===== config.mk =====
export PLATFORM = sky130hd
export DESIGN_NAME = sprite_window_ctrl_flat
export DESIGN_NICKNAME = d
export VERILOG_FILES = /design/src/rtl/sprite_window_ctrl_if.sv /design/src/rtl/sprite_window_ctrl.sv /design/src/flat_wrapper.sv
export SDC_FILE = /design/constraint.sdc
export NUM_CORES = 1
export LEC_CHECK = 0
export CAP_MARGIN = 25
export CELL_PAD_IN_SITES_DETAIL_PLACEMENT = 2
export CELL_PAD_IN_SITES_GLOBAL_PLACEMENT = 2
export CORE_MARGIN = 1.5
export CORE_UTILIZATION = 33
export DETAILED_ROUTE_END_ITERATION = 8
export PLACE_DENSITY = 0.91
export SYNTH_ARGS = -nofsm -noshare
export SYNTH_HDL_FRONTEND = slang
export SYNTH_SLANG_ARGS = --single-unit

===== constraint.sdc =====
create_clock -name clk -period 4.1 [get_ports clk]
set_input_delay 0.615 -clock clk [delete_from_list [all_inputs] [get_ports clk]]
set_output_delay 0.615 -clock clk [all_outputs]
set_load 0.02 [all_outputs]

===== src/rtl/sprite_window_ctrl_if.sv =====
// sprite_window_ctrl_if
//   Move-request handshake between game/keyboard logic and the sprite window
//   controller.
//   master (game logic) : drives move_req, move_dir, scroll_en; observes ready, move_ack
//   slave  (controller) : observes move_req, move_dir, scroll_en; drives ready, move_ack
//   move_req  1  request to move the window; taken only while ready is high
//   move_dir  2  00 left, 01 right, 10 up, 11 down; qualified by move_req
//   scroll_en 1  lets the background scroll advance at each frame update
//   ready     1  high when no request is pending
//   move_ack  1  one-cycle pulse when the pending move is applied
interface sprite_window_ctrl_if;
  logic       move_req;
  logic [1:0] move_dir;
  logic       scroll_en;
  logic       ready;
  logic       move_ack;

  modport master (
    output move_req,
    output move_dir,
    output scroll_en,
    input  ready,
    input  move_ack
  );

  modport slave (
    input  move_req,
    input  move_dir,
    input  scroll_en,
    output ready,
    output move_ack
  );
endinterface


===== src/rtl/sprite_window_ctrl.sv =====
// sprite_window_ctrl
//   Frame-synchronous owner of the sprite window origin and the background
//   scroll offset. One move request per frame is captured from game logic and
//   applied, together with the scroll advance, in a single cycle at the start
//   of vertical blank, so everything the address generator sees is stable
//   through active video.
// Ports
//   clk        in   pixel/system clock
//   rst        in   asynchronous active-high reset
//   h_cnt      in   10-bit horizontal counter from the VGA timing block
//   v_cnt      in   10-bit vertical counter from the VGA timing block
//   bus        slave modport of sprite_window_ctrl_if (move handshake, scroll_en)
//   win_x      out  window left edge, 0..H_ACTIVE-WIN_W
//   win_y      out  window top edge, 0..V_ACTIVE-WIN_H
//   scroll     out  background line offset, 0..SCROLL_MAX
//   frame_tick out  one-cycle pulse during the update cycle
module sprite_window_ctrl #(
  parameter int H_ACTIVE   = 640,
  parameter int V_ACTIVE   = 480,
  parameter int WIN_W      = 150,
  parameter int WIN_H      = 180,
  parameter int WIN_X0     = 405,
  parameter int WIN_Y0     = 150,
  parameter int STEP       = 10,
  parameter int SCROLL_MAX = 239,
  parameter int SCROLL_DIV = 2
) (
  input  logic                       clk,
  input  logic                       rst,
  input  logic [9:0]                 h_cnt,
  input  logic [9:0]                 v_cnt,
  sprite_window_ctrl_if.slave        bus,
  output logic [9:0]                 win_x,
  output logic [9:0]                 win_y,
  output logic [7:0]                 scroll,
  output logic                       frame_tick
);

  localparam logic [9:0]  V_ACTIVE_C   = 10'(V_ACTIVE);
  localparam logic [9:0]  WIN_X0_C     = 10'(WIN_X0);
  localparam logic [9:0]  WIN_Y0_C     = 10'(WIN_Y0);
  localparam logic [10:0] STEP_C       = 11'(STEP);
  localparam logic [10:0] X_MAX_C      = 11'(H_ACTIVE - WIN_W);
  localparam logic [10:0] Y_MAX_C      = 11'(V_ACTIVE - WIN_H);
  localparam logic [7:0]  SCROLL_MAX_C = 8'(SCROLL_MAX);
  localparam logic [7:0]  DIV_LAST_C   = 8'(SCROLL_DIV - 1);

  typedef enum logic [1:0] {
    IDLE     = 2'd0,
    UPDATE   = 2'd1,
    WAIT_TOP = 2'd2
  } state_t;

  // Saturating decrement by STEP, floored at 0; 11-bit math avoids wrap.
  function automatic logic [9:0] dec_sat(input logic [9:0] pos);
    logic [10:0] p;
    p = {1'b0, pos};
    if (p >= STEP_C) begin
      dec_sat = 10'(p - STEP_C);
    end else begin
      dec_sat = 10'd0;
    end
  endfunction

  // Saturating increment by STEP, clamped at lim.
  function automatic logic [9:0] inc_sat(input logic [9:0] pos, input logic [10:0] lim);
    logic [10:0] sum;
    sum = {1'b0, pos} + STEP_C;
    if (sum > lim) begin
      inc_sat = 10'(lim);
    end else begin
      inc_sat = 10'(sum);
    end
  endfunction

  state_t      state_r;
  state_t      state_nxt_s;
  logic        sof_s;
  logic        upd_s;
  logic        take_s;
  logic        pend_r;
  logic        ready_r;
  logic        ack_r;
  logic [1:0]  dir_r;
  logic        move_vld_s;
  logic [1:0]  move_dir_s;
  logic [9:0]  win_x_nxt_s;
  logic [9:0]  win_y_nxt_s;
  logic [7:0]  div_r;
  logic [7:0]  div_nxt_s;
  logic [7:0]  scroll_nxt_s;

  assign sof_s     = (v_cnt == V_ACTIVE_C) && (h_cnt == 10'd0);
  assign take_s    = bus.move_req && ready_r;
  assign bus.ready    = ready_r;
  assign bus.move_ack = ack_r;

  // Frame FSM state register.
  always_ff @(posedge clk or posedge rst) begin
    if (rst) begin
      state_r <= IDLE;
    end else begin
      state_r <= state_nxt_s;
    end
  end

  // Frame FSM next state; upd_s fires once per frame on the first sof cycle seen in IDLE.
  always_comb begin
    state_nxt_s = state_r;
    upd_s       = 1'b0;
    case (state_r)
      IDLE: begin
        if (sof_s) begin
          state_nxt_s = UPDATE;
          upd_s       = 1'b1;
        end else begin
          state_nxt_s = IDLE;
        end
      end
      UPDATE: begin
        state_nxt_s = WAIT_TOP;
      end
      WAIT_TOP: begin
        if (v_cnt == 10'd0) begin
          state_nxt_s = IDLE;
        end else begin
          state_nxt_s = WAIT_TOP;
        end
      end
      default: begin
        state_nxt_s = IDLE;
      end
    endcase
  end

  // Move to apply at update: the pending one, or one offered on the sof cycle itself.
  always_comb begin
    move_vld_s  = 1'b0;
    move_dir_s  = dir_r;
    win_x_nxt_s = win_x;
    win_y_nxt_s = win_y;
    if (pend_r) begin
      move_vld_s = 1'b1;
      move_dir_s = dir_r;
    end else if (take_s) begin
      move_vld_s = 1'b1;
      move_dir_s = bus.move_dir;
    end else begin
      move_vld_s = 1'b0;
      move_dir_s = dir_r;
    end
    case (move_dir_s)
      2'b00:   win_x_nxt_s = dec_sat(win_x);
      2'b01:   win_x_nxt_s = inc_sat(win_x, X_MAX_C);
      2'b10:   win_y_nxt_s = dec_sat(win_y);
      2'b11:   win_y_nxt_s = inc_sat(win_y, Y_MAX_C);
      default: begin
        win_x_nxt_s = win_x;
        win_y_nxt_s = win_y;
      end
    endcase
  end

  // Scroll divider: scroll steps once every SCROLL_DIV enabled frames, wrapping after SCROLL_MAX.
  always_comb begin
    div_nxt_s    = div_r;
    scroll_nxt_s = scroll;
    if (bus.scroll_en) begin
      if (div_r == DIV_LAST_C) begin
        div_nxt_s    = 8'd0;
        scroll_nxt_s = (scroll == SCROLL_MAX_C) ? 8'd0 : scroll + 8'd1;
      end else begin
        div_nxt_s    = div_r + 8'd1;
        scroll_nxt_s = scroll;
      end
    end else begin
      div_nxt_s    = div_r;
      scroll_nxt_s = scroll;
    end
  end

  // Request capture, frame update and registered outputs.
  always_ff @(posedge clk or posedge rst) begin
    if (rst) begin
      win_x      <= WIN_X0_C;
      win_y      <= WIN_Y0_C;
      scroll     <= 8'd0;
      div_r      <= 8'd0;
      pend_r     <= 1'b0;
      ready_r    <= 1'b1;
      dir_r      <= 2'b00;
      ack_r      <= 1'b0;
      frame_tick <= 1'b0;
    end else begin
      frame_tick <= upd_s;
      ack_r      <= upd_s && move_vld_s;
      if (upd_s) begin
        // A request offered on this same cycle is consumed here and never pends.
        if (move_vld_s) begin
          win_x <= win_x_nxt_s;
          win_y <= win_y_nxt_s;
        end
        pend_r  <= 1'b0;
        ready_r <= 1'b1;
        div_r   <= div_nxt_s;
        scroll  <= scroll_nxt_s;
      end else if (take_s) begin
        pend_r  <= 1'b1;
        ready_r <= 1'b0;
        dir_r   <= bus.move_dir;
      end else begin
        pend_r  <= pend_r;
        ready_r <= ready_r;
      end
    end
  end

endmodule


===== src/flat_wrapper.sv =====
// flat-port wrapper written by rule: the top's interface ports become plain ports
module sprite_window_ctrl_flat 
#(
  parameter int H_ACTIVE   = 640,
  parameter int V_ACTIVE   = 480,
  parameter int WIN_W      = 150,
  parameter int WIN_H      = 180,
  parameter int WIN_X0     = 405,
  parameter int WIN_Y0     = 150,
  parameter int STEP       = 10,
  parameter int SCROLL_MAX = 239,
  parameter int SCROLL_DIV = 2
)
  (clk, rst, h_cnt, v_cnt, win_x, win_y, scroll, frame_tick, bus_move_req, bus_move_dir, bus_scroll_en, bus_ready, bus_move_ack);
  sprite_window_ctrl_if bus_i ();
  input  logic clk;
  input  logic rst;
  input  logic [9:0] h_cnt;
  input  logic [9:0] v_cnt;
  output logic [9:0] win_x;
  output logic [9:0] win_y;
  output logic [7:0] scroll;
  output logic frame_tick;
  input wire logic [$bits(bus_i.move_req)-1:0] bus_move_req;
  input wire logic [$bits(bus_i.move_dir)-1:0] bus_move_dir;
  input wire logic [$bits(bus_i.scroll_en)-1:0] bus_scroll_en;
  output wire logic [$bits(bus_i.ready)-1:0] bus_ready;
  output wire logic [$bits(bus_i.move_ack)-1:0] bus_move_ack;
  assign bus_i.move_req = bus_move_req;
  assign bus_i.move_dir = bus_move_dir;
  assign bus_i.scroll_en = bus_scroll_en;
  assign bus_ready = bus_i.ready;
  assign bus_move_ack = bus_i.move_ack;
  sprite_window_ctrl #(.H_ACTIVE(H_ACTIVE), .V_ACTIVE(V_ACTIVE), .WIN_W(WIN_W), .WIN_H(WIN_H), .WIN_X0(WIN_X0), .WIN_Y0(WIN_Y0), .STEP(STEP), .SCROLL_MAX(SCROLL_MAX), .SCROLL_DIV(SCROLL_DIV)) u_core (.clk(clk), .rst(rst), .h_cnt(h_cnt), .v_cnt(v_cnt), .bus(bus_i), .win_x(win_x), .win_y(win_y), .scroll(scroll), .frame_tick(frame_tick));
endmodule

**Word-level counts from Yosys, hierarchy flattened**

Cells that the tools add are included.

- Flip-flop bits (word level): 44
- Output and inout port bits: 31
- Logic and storage cells: 63

- Add/subtract/negate cells: 6
- Reduce and logical (&&, ||, !) cells: 14
- Magnitude comparators: 4
- Equal/unequal tests: 8
- Multiplexer cells: 21

Operator list:

| operator | count |
|---|---|
| 10-bit two-way mux | 4 |
| 10-bit case mux with 2 select lines | 2 |
| 10-bit by 4-bit adder with 11-bit output, second input constant | 2 |
| 11-bit by 9-bit > comparator with 1-bit output, second input constant | 2 |
| 10-bit by 4-bit greater-or-equal comparator with 1-bit output, second input constant | 2 |
| 10-bit zero test | 2 |
| 10-bit by 4-bit subtractor with 10-bit output, second input constant | 2 |
| 8-bit by 1-bit adder with 8-bit output, second input constant | 2 |
| 8-bit two-way mux | 2 |
| 10-bit by 9-bit equality test with 1-bit output, second input constant | 1 |
| 1-bit two-way mux | 9 |
| 3-bit AND reduction | 3 |
| 8-bit by 1-bit equality test with 1-bit output, second input constant | 1 |
| 8-bit equality test, second input constant | 1 |
| 2-bit equality test, second input constant | 3 |
| 2-bit two-way mux | 3 |
| 2-bit case mux with 3 select lines | 1 |
| 2-bit nonzero test | 3 |
| 2-bit by 1-bit equality test with 1-bit output, second input constant | 2 |
| 2-bit zero test | 2 |
| 1-bit logical AND | 3 |
| 2-bit AND reduction | 1 |

**Longest topological paths before layout**

- Depth after elaboration: 6
- Mapped depth: 10

**Worst setup path after synthesis**

Ideal clock, no wire load.

- Path type: in2reg
- From: input port v_cnt[3]
- To: register u_core.win_y[1]
- Setup slack: 1.514 ns
- Required time: 4.030 ns
- Cell stages on the path: 8
- Arrival time: 2.516 ns
- Path through: nor4_1 -> nand2_1 -> or3_1 -> buf_2 -> or3_1 -> buf_6 -> or4_4 -> o21ai_2

- Longest elaborated chain between the ends: 5

Ends and longest elaborated chain:

| item | RTL line | source |
|---|---|---|
| start, declared | flat_wrapper.sv:19 | `input logic [9:0] v_cnt;` |
| 10-bit by 9-bit equality test with 1-bit output | sprite_window_ctrl.sv:93 | `assign sof_s = (v_cnt == V_ACTIVE_C) && (h_cnt == 10'd0);` |
| 1-bit logical AND | sprite_window_ctrl.sv:93 |  |
| 1-bit two-way mux | sprite_window_ctrl.sv:113 | `if (sof_s) begin` |
| 1-bit two-way mux | sprite_window_ctrl.sv:111 | `case (state_r)` |
| 3-bit AND reduction (no line) | -- |  |
| end signal, assigned | sprite_window_ctrl.sv:201 | `win_y <= win_y_nxt_s;` |
| end, declared | sprite_window_ctrl.sv:34 | `output logic [9:0] win_y,` |

No other way between the ends.
A chain may end at the register's enable or synchronous reset.

**Final worst setup path**

- From: input port bus_move_req
- To: register u_core.win_y[3]

- Longest elaborated chain between the ends: 6
- Elaborated cells on any way between the ends: 10

Ends and longest elaborated chain:

| item | RTL line | source |
|---|---|---|
| start, declared | flat_wrapper.sv:24 | `input wire logic [$bits(bus_i.move_req)-1:0] bus_move_req;` |
| 1-bit logical AND * | sprite_window_ctrl.sv:94 | `assign take_s = bus.move_req && ready_r;` |
| 2-bit two-way mux | sprite_window_ctrl.sv:145 | `end else if (take_s) begin` |
| 2-bit two-way mux | sprite_window_ctrl.sv:142 | `if (pend_r) begin` |
| 2-bit equality test | sprite_window_ctrl.sv:152 | `case (move_dir_s)` |
| 2-bit nonzero test (no line) | -- |  |
| 3-bit AND reduction (no line) | -- |  |

Every way passes the cells marked *; elsewhere a longest branch is shown, timed or not.

==> metrics.md <==
| Metric | Value |
|---|---|
| RSZ-0062 raised after global routing | false |
| GRT Util Overall | 22.82% |
| Initial core utilization | 34.64% |
| Power per cell area | 213.5 nW/um^2 |
| DR vias/cell | 5.962 |
| Cell Rows | 34 |
| Count leader, synth | o21ai_0 |
| Root Buffer | clkbuf_8 |
| Bufs on Longest Clock Path | 2 |
| First-pass GRT wire length | 17910 um |
| Final wirelength | 10580 um |
| Post-synth cell types | 61 |
| Max-Cap Viols | 0 |
| Final Hold Vio Count | 0 |
| Cell taking the most area after synthesis | dfrtp_1 |
| First drt pass iteration count | 4 |
| Post-Syn Instances | 371 |
| Die area | 9876 um^2 |
| Final WS setup | 1021 ps |
| HP Class | flop to flop |
| Drt drc | 0 |
| Core area | 8848 um^2 |
| Routability cong. | 0.8577 |
| Min Tclk post-route | 3079 ps |
| Diodes inserted | 0 |
| Die W | 99.38 um |
| Pin count of the biggest net entering global routing | 37 |
| Startpoint type of the worst setup path | input pin |
| Num ports | 57 |
| DRT antenna net count | 0 |
| Vias in the first global route | 3381 |
| Fin crit share | 75.10% |
| Synth Warn # | 0 |
| Crit path max fanout | 8 |
| H-Tree Depth | 2 |
| Pleak | 0.001525 uW |
| TritonCTS clock tree | done |
| NumNets Final | 449 |
| Cell area after synthesis | 3065 um^2 |
| Grt ovf | 0 |
| Post-cts resize count | 0 |
| Slew Limit Fails | 0 |
| Synth top cells by count | 34 x o21ai_0, 33 x dfrtp_1, 30 x nor2_1 |
| Mapped Nets | 406 |
| Worst slew pin tran | 763.7 ps |
| Post-synth EDFFs | 0 |
| Setup_tns | 0 ps |
| Pre-CTS WS | 781.0 ps |
| Post-CTS Setup Bufs | 0 |
| Hold path startpoint | u_core.win_x[0] |
| Sink Count | 43 |
| Synth top area share | 26.94% |
| Status | finished, final reports clean |
| Chip Height | 99.38 um |
| FF-to-FF Start | u_core.win_y[5] |
| Crit end category | flop |
| Synth top area cells | dfrtp_1 27%, dfstp_2 8.6%, o21ai_0 5.6% |
| CP startpoint | bus_move_req |
| Syn_area_per_cell | 8.263 um^2 |
| Initial antenna violation count | 0 |
| Via Count | 3118 |
| Total CTS buffers | 5 |
| First DRT Iteration DRCs | 85 |
| WL per Instance | 20.22 um |
| Clock transition at path regs | 80 ps |
| CP arrival | 3300 ps |
| FMAX | 0.3248 GHz |
| CP Data Required Time | 4320 ps |
| Hold_buf cts | 0 |
| Worst-Skew Late Latency | 310 ps |
| Main flop type after synthesis | dfrtp_1 |
| Area growth syn-to-layout | 23.10% |
| Asr flop ratio synth | 100.0% |
| Worst slew slack as a fraction of its limit | 48.55% |
| Layout cell share with drive strength beyond 1 | 6.988% |
| Final setup viols | 0 |
| Setup Crit Path Kind | input pin to flop |
| Register area share after synthesis | 35.51% |
| Yosys reg bits | 43 |
| Port bufs | 55 |
| DP Wirelength | 7619 um |
| Setup Skew | 7.835 ps |
| Max VDD drop | 0.0001162 V |
==> flip-flops by register name, indices dropped and copies added, names as in the netlist <==
| name | count |
|---|---|
| u_core.win_y | 9 |
| u_core.pend_r | 1 |
| u_core.dir_r | 2 |
| u_core.bus.ready | 1 |
| u_core.frame_tick | 1 |
| u_core.bus.move_ack | 1 |
| u_core.div_r | 8 |
| u_core.win_x | 10 |
| u_core.state_r | 2 |
| u_core.scroll | 8 |
==> worst paths after layout <==
check,endpoint,slack (ps),cells after the start
worst max-delay path,u_core.win_y[3],1020,8
worst min-delay path,u_core.win_x[0],490,1
worst max register to register,u_core.win_y[3],1050,6
worst min register to register,u_core.win_x[0],490,1
max in group asynchronous,u_core.win_y[7],2790,3
min in group asynchronous,u_core.div_r[6],540,2
==> cell usage in the layout (no fill, tap or decap), drive strengths merged, types with 10 or more instances in the layout <==
cell,n
nor2,30
nand3,14
inv,16
dfstp,10
nand2,27
a21oi,23
o21ai,35
clkdlybuf4s50,55
dfrtp,33
nor3,19
a31oi,10
==> layer usage <==
| layer | wire (um) | part of all wire [%] | vias up | track usage [%] |
|---|---|---|---|---|
| met2 | 5252 | 50 | 81 | 39.30 |
| met1 | 4693 | 44 | 1568 | 29.64 |
| li1 | - | - | 1457 | - |
| met5 | 0 | 0 | - | 0 |
| met3 | 487 | 4.6 | 12 | 3.514 |
| met4 | 143 | 1.4 | 0 | 6.717 |
==> through the flow <==
step | hold WS, ps | std cells | total power [uW] | utilization [%] | area (um^2)
finish | 494.6 | 523 | 805.7 | 42.65 | 3774
global route | 505.8 | 523 | 839.0 | 42.65 | 3774
CTS | 503.2 | 523 | 813.9 | 42.65 | 3774
detailed placement | 467.4 | 515 | 505.4 | 41.52 | 3674
global placement | 465.3 | 515 | 501.6 | 41.52 | 3674
floorplan | 442.6 | 371 | 467.1 | - | 3065
==> kinds of logic after synthesis <==
kind of cell,share of synthesized area (%)
AOI/OAI and AO/OA,23.88
xor gates and xnor gates,3.429
adders and majority gates,3.674
buffers and inverters,5.102
DFF,35.51
muxes,3.429
other,0.1223
and+or+nand+nor,24.86
==> critical path, cell delays in order <==
cell	delay, ps
clkdlybuf4s50_1	550
nand3b_1	240
mux2i_1	320
nor2_1	550
and2_1	230
nor3b_1	440
a21oi_1	140
o21ai_0	200
==> power by group <==
part           internal (uW)  total, uW  switching, uW
combinational           31.5       67.5           36.0
sequential               427        430           2.45
clock                    154        308            154
total                    613        806            193
==> cell type report <==
cell class,count,area [um^2]
fill,1020,5075
multi-input combinational,290,1821
sequential,43,1089
timing repair buffer,57,565.5
tap,108,135.1
clock buffer,8,100.1
inverter,17,63.81
Power figures use the tool's default switching activity.
